`config.mk`:
```
export PLATFORM = sky130hd
export DESIGN_NAME = aes_io_sequencer
export DESIGN_NICKNAME = d
export VERILOG_FILES = /design/src/rtl/aes_io_sequencer.sv
export SDC_FILE = /design/constraint.sdc
export NUM_CORES = 1
export LEC_CHECK = 0
export CORE_ASPECT_RATIO = 0.8
export CORE_MARGIN = 8
export CORE_UTILIZATION = 42
export CTS_BUF_LIST = sky130_fd_sc_hd__clkbuf_2 sky130_fd_sc_hd__clkbuf_4 sky130_fd_sc_hd__clkbuf_8
export DETAILED_ROUTE_END_ITERATION = 10
export GPL_TIMING_DRIVEN = 0
export PLACE_DENSITY = 0.87
export RECOVER_POWER = 100
export SLEW_MARGIN = 20
export SYNTH_ARGS = -nofsm -noshare
export SYNTH_HDL_FRONTEND = slang
export SYNTH_SLANG_ARGS = --single-unit
```
`constraint.sdc`:
```
create_clock -name clk_i -period 2 [get_ports clk_i]
set_input_delay 0.2 -clock clk_i [delete_from_list [all_inputs] [get_ports clk_i]]
set_output_delay 0.2 -clock clk_i [all_outputs]
set_load 0.05 [all_outputs]
```
`src/rtl/aes_io_sequencer.sv`:
```
// aes_io_sequencer: moves one AES transaction across an 8-bit bus.
// A command latches the opcode, 32 stream bytes are written to AES addresses
// 0..31, a start pulse is issued, and after completion 16 result bytes are
// read back one at a time and handed out on the result stream.
// Optional feature macro: AES_SEQ_TIMEOUT_EN (bounded wait for IO_DONE with a
// sticky TIMEOUT flag). Without it the wait is unbounded and TIMEOUT is 0.
module aes_io_sequencer #(
  parameter int TIMEOUT_CYCLES = 4096
) (
  input  logic       clk_i,
  input  logic       rst_ni,
  input  logic       cmd_go_i,
  input  logic [3:0] cmd_opcode_i,
  input  logic [7:0] s_data_i,
  input  logic       s_valid_i,
  output logic       s_ready_o,
  output logic [7:0] m_data_o,
  output logic       m_valid_o,
  input  logic       m_ready_i,
  output logic [7:0] io_dout_o,
  output logic       io_doe_o,
  input  logic [7:0] io_din_i,
  output logic [4:0] io_addr_o,
  output logic       io_r_w_o,
  output logic [3:0] io_opcode_o,
  output logic       io_start_o,
  input  logic       io_done_i,
  output logic       busy_o,
  output logic       timeout_o
);

  localparam logic [2:0] S_IDLE  = 3'd0;
  localparam logic [2:0] S_LOAD  = 3'd1;
  localparam logic [2:0] S_START = 3'd2;
  localparam logic [2:0] S_WAIT  = 3'd3;
  localparam logic [2:0] S_READ  = 3'd4;
  localparam logic [2:0] S_SEND  = 3'd5;

  logic [2:0] state_q, state_d;
  logic [4:0] cnt_q, cnt_d;
  logic [3:0] op_q, op_d;
  logic       m_valid_q, m_valid_d;
  logic [7:0] m_data_q, m_data_d;

`ifdef AES_SEQ_TIMEOUT_EN
  // Wide enough to hold TIMEOUT_CYCLES-1 even for tiny settings.
  localparam int WCNT_W = $clog2(TIMEOUT_CYCLES + 1);
  localparam logic [WCNT_W-1:0] WCNT_LAST = WCNT_W'(TIMEOUT_CYCLES - 1);

  logic [WCNT_W-1:0] wcnt_q, wcnt_d;
  logic              tmo_q, tmo_d;
`endif

  // Next-state logic: sequencing, byte counter, result capture, timeout.
  always_comb begin
    state_d   = state_q;
    cnt_d     = cnt_q;
    op_d      = op_q;
    m_valid_d = m_valid_q;
    m_data_d  = m_data_q;
`ifdef AES_SEQ_TIMEOUT_EN
    wcnt_d    = wcnt_q;
    tmo_d     = tmo_q;
`endif
    case (state_q)
      S_IDLE: begin
        if (cmd_go_i) begin
          op_d    = cmd_opcode_i;
          cnt_d   = 5'd0;
          state_d = S_LOAD;
`ifdef AES_SEQ_TIMEOUT_EN
          tmo_d   = 1'b0;
`endif
        end
      end
      S_LOAD: begin
        // Counter wraps 31 -> 0 so the read phase starts at address 0.
        if (s_valid_i) begin
          cnt_d = cnt_q + 5'd1;
          if (cnt_q == 5'd31) state_d = S_START;
        end
      end
      S_START: begin
        state_d = S_WAIT;
`ifdef AES_SEQ_TIMEOUT_EN
        wcnt_d  = '0;
`endif
      end
      S_WAIT: begin
        if (io_done_i) begin
          state_d = S_READ;
        end
`ifdef AES_SEQ_TIMEOUT_EN
        else if (wcnt_q == WCNT_LAST) begin
          // Give up without producing any result bytes.
          tmo_d   = 1'b1;
          cnt_d   = 5'd0;
          state_d = S_IDLE;
        end else begin
          wcnt_d = wcnt_q + 1'b1;
        end
`endif
      end
      S_READ: begin
        m_data_d  = io_din_i;
        m_valid_d = 1'b1;
        state_d   = S_SEND;
      end
      S_SEND: begin
        if (m_ready_i) begin
          m_valid_d = 1'b0;
          if (cnt_q == 5'd15) begin
            cnt_d   = 5'd0;
            state_d = S_IDLE;
          end else begin
            cnt_d   = cnt_q + 5'd1;
            state_d = S_READ;
          end
        end
      end
      default: begin
        state_d = S_IDLE;
        cnt_d   = 5'd0;
      end
    endcase
  end

  // State registers; reset returns everything to an idle, bus-released state.
  always_ff @(posedge clk_i or negedge rst_ni) begin
    if (!rst_ni) begin
      state_q   <= S_IDLE;
      cnt_q     <= 5'd0;
      op_q      <= 4'd0;
      m_valid_q <= 1'b0;
      m_data_q  <= 8'd0;
    end else begin
      state_q   <= state_d;
      cnt_q     <= cnt_d;
      op_q      <= op_d;
      m_valid_q <= m_valid_d;
      m_data_q  <= m_data_d;
    end
  end

`ifdef AES_SEQ_TIMEOUT_EN
  // Wait-cycle counter and sticky timeout flag.
  always_ff @(posedge clk_i or negedge rst_ni) begin
    if (!rst_ni) begin
      wcnt_q <= '0;
      tmo_q  <= 1'b0;
    end else begin
      wcnt_q <= wcnt_d;
      tmo_q  <= tmo_d;
    end
  end

  assign timeout_o = tmo_q;
`else
  logic unused_tmo;
  assign unused_tmo = ^TIMEOUT_CYCLES;
  assign timeout_o  = 1'b0;
`endif

  // Bus and handshake decode; the bus is only driven while a byte is offered
  // in LOAD, so AES read data never sees contention.
  always_comb begin
    s_ready_o  = 1'b0;
    io_dout_o  = 8'd0;
    io_doe_o   = 1'b0;
    io_addr_o  = 5'd0;
    io_r_w_o   = 1'b1;
    io_start_o = 1'b0;
    case (state_q)
      S_LOAD: begin
        s_ready_o = 1'b1;
        io_addr_o = cnt_q;
        io_dout_o = s_data_i;
        if (s_valid_i) begin
          io_r_w_o = 1'b0;
          io_doe_o = 1'b1;
        end
      end
      S_START: io_start_o = 1'b1;
      S_READ:  io_addr_o  = {1'b0, cnt_q[3:0]};
      default: ;
    endcase
  end

  assign io_opcode_o = (state_q == S_IDLE) ? 4'd0 : op_q;
  assign busy_o      = (state_q != S_IDLE);
  assign m_valid_o   = m_valid_q;
  assign m_data_o    = m_data_q;

endmodule

```
# Word-level counts from Yosys, hierarchy flattened
# Index checks and enable logic that the tools add are counted.
# totals
ff_bits	21
# op_classes
reduce_logical	8
n_eq_ne	12
n_bitwise	1
muxes	23
addsub	1
# ops
cell	count
$mux 5	4
$pmux 5 s4	1
$mux 3	6
$pmux 3 s6	1
$ne 2x2->1 const B	5
$pmux 5 s2	1
$mux 8	1
$mux 1	7
$eq 3x2->1 const B	2
$eq 3x3->1 const B	2
$add 5x1->5 const B	1
$eq 5x4->1 const B	1
$eq 5x5->1 const B	1
$reduce_and 5->1	1
$mux 4	1
$reduce_and 2->1	2
$reduce_and 4->1	1
$eq 3x1->1 const B	1
$logic_not 3->1	1
$reduce_bool 3->1	1
$reduce_or 3->1	1
$pmux 1 s2	1
$reduce_bool 2->1	1
$not 1->1	1

# Longest topological paths before layout
# logic_depth
depth_word	4
depth_mapped	8

# Worst setup path after synthesis
# Ideal clock, no wire load.
# synth_path
path_kind	register to output
startpoint	register state_q[1]
endpoint	output port io_start_o
path_stages_with_launch	4
path_slack_ps	-93
t_arrival_ps	1893
path_cell_list	dfrtp_1 buf_6 clkbuf_1 nor3b_1
# synth_between
elab_chain_cells	2
# synth_lines
item	line	rtl
start: declaration	39	logic [2:0] state_q, state_d;
start signal: assignment	137	state_q <= state_d;
$eq 3x2->1	173	case (state_q)
$mux 1	173	
end: declaration	26	output logic io_start_o,
# No other way between the ends.

# Final worst setup path
# layout_path
startpoint	register state_q[2]
endpoint	output port io_addr_o[1]
# layout_between
elab_chain_cells	2
word_cells_on_any_way	3
# layout_lines
item	line	rtl
$eq 3x3->1 / $eq 3x1->1 (equally long branches)	173	
$pmux 5 s2 (*)	173	
end: declaration	23	output logic [4:0] io_addr_o,
# Every way passes the cells marked *; elsewhere a longest branch is shown, timed or not.

==> flow_metrics.env <==
export IMPL_status="completed"
export IMPL_port_buffers=56
export IMPL_cts_root_buffer="clkbuf_8"
export IMPL_period_minus_slack_ns=1.925
export IMPL_vias=1102
export IMPL_criticalPathCategory="flip-flop to output port"
export IMPL_ys_types=36
export IMPL_placed_cell_area_um2=1847
export IMPL_clk_pin_slew_ns=0.08
export IMPL_yosysTopAreaCellShare_pct=42.60
export IMPL_ys_seq_area_share_pct=42.60
export IMPL_cts_hold_buf=0
export IMPL_area_growth_pct=45.84
export IMPL_setup_slack_ns=0.07539
export IMPL_globalRouteTotalUtil_pct=13.36
export IMPL_rsz0062_at_grt="no"
export IMPL_setup_viol=0
export IMPL_syn_cell_area_um2=1234
export IMPL_synthFlopType="dfrtp_1"
export IMPL_gp_congestion=0.8027
export IMPL_cts_htree_levels=1
export IMPL_ys_async_sr_fraction_pct=100.0
export IMPL_synthAdderAreaFrac_pct=4.057
export IMPL_arrival_ns=1.72
export IMPL_clock_fmax_ghz=0.5196
export IMPL_dp_hpwl_um=2546
export IMPL_gr_total_overflow=0
export IMPL_slew_viol_final=0
export IMPL_grt_pass1_vias=1099
export IMPL_core_area_um2=2786
export IMPL_synth_top_family_by_area="simple AND/OR/NAND/NOR gates"
export IMPL_clock_sinks=21
export IMPL_slew_headroom_pct=36.12
export IMPL_grt_max_degree=22
export IMPL_die_x_um=76.60
export IMPL_crit_path_end_kind="output port"
export IMPL_cts_tree="done"
export IMPL_syn_num_nets=153
export IMPL_wirelength_um=3217
export IMPL_post_drt_via_cell_ratio=4.986
export IMPL_postLayoutCellArea_um2=1799
export IMPL_dieArea_um2=4938
export IMPL_place_ws_ns=-0.1704
export IMPL_wire_per_inst_um=14.56
export IMPL_drc=0
export IMPL_ios=58
export IMPL_required_ns=1.80
export IMPL_ir_worst_vdd_v=0.0006836
export IMPL_ys_ff_latch=21
export IMPL_worst_path_max_fanout=10
export IMPL_max_cap_violations=0
export IMPL_clk_latency_ns=0.26
export IMPL_power_total_mw=2.671
export IMPL_final_antenna_net_count=0
export IMPL_synth_xor_area_share_pct=0.7099
export IMPL_synthSimpleGateAreaFrac_pct=23.33
export IMPL_drive_gt1_share_pct=26.23
export IMPL_leakage_nw=0.8376
export IMPL_drtIter0Drc=53
export IMPL_clockBufferDepth=2
export IMPL_fin_nets=214
export IMPL_hold_violations=0
export IMPL_dr_pass1_iters=4
export IMPL_hold_class="flip-flop to flip-flop"
export IMPL_rows=17
export IMPL_grt_pass1_wl_um=5430
export IMPL_synthMostInstantiatedCell="dfrtp_1"
export IMPL_synth_commonest_cells="dfrtp_1, and2_1, mux2_2, a21oi_1, nand2_1"
export IMPL_synth_compound_area_share_pct=11.26
export IMPL_syn_avg_cell_area_um2=10.03
export IMPL_finalCritPeriodShare_pct=96.23
export IMPL_start_kind="flip-flop"
export IMPL_synth_area_leaders="dfrtp_1, mux2_2, and2_1"
export IMPL_antenna_found_initial=0
export IMPL_start_util_pct=44.27
export IMPL_synth_edf_count=0
export IMPL_tightest_slew_ns=0.9551
export IMPL_yosysWarnings=0
export IMPL_setup_tns_ns=0
export IMPL_netlist_instances=123
export IMPL_power_density_nw_per_um2=1484
export IMPL_muxShareOfSynthArea_pct=11.76
export IMPL_dieHeight_um=64.48
export IMPL_diodes=0
export IMPL_skew_ns=0.006567
export IMPL_numCtsBuffers=3
export IMPL_synth_top_cell_by_area="dfrtp_1"
[state kept, by name, indices dropped and copies added, names as in the netlist]
signal     flops
m_data_o       8
state_q        3
op_q           4
cnt_q          5
m_valid_o      1
[cells in the final DEF, fill, tap and decap left out, types with 2 or more instances in the layout]
cell type | netlist | layout
inv_1 | 8 | 8
dfrtp_1 | 21 | 21
a21oi_1 | 9 | 9
buf_4 | 2 | 2
nand2_1 | 9 | 9
clkdlybuf4s50_1 | 0 | 24
clkbuf_2 | 0 | 18
nor3_1 | 3 | 3
o22ai_2 | 2 | 2
ha_1 | 4 | 4
mux2_2 | 12 | 12
nand2b_1 | 3 | 3
nor2_1 | 6 | 7
o21ai_0 | 1 | 2
clkbuf_1 | 2 | 2
and2_1 | 16 | 16
dlygate4sd2_1 | 0 | 3
a21o_1 | 2 | 2
dlygate4sd3_1 | 0 | 10
clkdlybuf4s15_2 | 0 | 2
clkbuf_8 | 0 | 3
[final cells by class]
cell class / instances / area [um^2]
Clock buffer: 3 / 41.29
Inverter: 8 / 30.03
Multi-Input combinational cell: 87 / 629.4
Fill cell: 229 / 987.2
Clock inverter: 1 / 5.005
Sequential cell: 21 / 525.5
Timing Repair Buffer: 56 / 473.0
Tap cell: 38 / 47.55
Buffer: 7 / 47.55
[power breakdown]
| group | leakage [nW] | switching [mW] | internal [mW] |
|---|---|---|---|
| logic | 0.553 | 1.20 | 0.537 |
| clock network | 0.0255 | 0.146 | 0.139 |
| registers | 0.260 | 0.0885 | 0.560 |
| total | 0.838 | 1.43 | 1.24 |
[metal layers]
layer / wire length [um] / vias up / GRT usage, %
met5: 0 / - / 0
met4: 37 / 0 / 5.502
met3: 160 / 5 / 2.617
met2: 1619 / 38 / 22.41
met1: 1399 / 530 / 16.60
li1: - / 529 / -
[timing repair]
action	in CTS	in global routing
hold endpoints to repair	0	0
endpoints found under the setup margin	22	19
setup buffers	0	0
gates resized for setup	56	37
[worst max-delay path, cell delays in order, from the launching register on]
cell and delay [ns]:
dfrtp_1 0.45, clkbuf_4 0.23, xnor2_2 0.17, nor2_1 0.11, and2_1 0.13, clkdlybuf4s15_2 0.37
[path summary, 6_finish.rpt]
path,from,end,slack (ns),cells after the start
worst max register to register,cnt_q[0],cnt_q[3],0.17,7
worst min-delay path,m_valid_o,m_valid_o,0.50,1
min in group asynchronous,rst_ni,state_q[2],0.53,1
worst max-delay path,state_q[2],io_addr_o[1],0.08,5
max in group asynchronous,rst_ni,cnt_q[1],0.89,1
worst min register to register,m_valid_o,m_valid_o,0.50,1
[metrics by stage]
step                utilization, %  instances  hold WS, ns
finish                       64.57        221       0.5031
global route                 64.57        221       0.5236
global placement             66.28        217       0.4813
floorplan                        -        123     -0.09559
detailed placement           66.28        217       0.4884
CTS                          68.48        221       0.5047
[cell families (layout without fill, tap and decap cells)]
group | Yosys count | count (layout)
DFF | 21 | 21
other | 1 | 1
adders and majority gates | 4 | 4
xor gates and xnor gates | 1 | 1
AOI/OAI and AO/OA | 20 | 20
muxes | 13 | 13
and+or+nand+nor | 48 | 48
buffers and inverters | 15 | 75
Power figures use the tool's default switching activity.
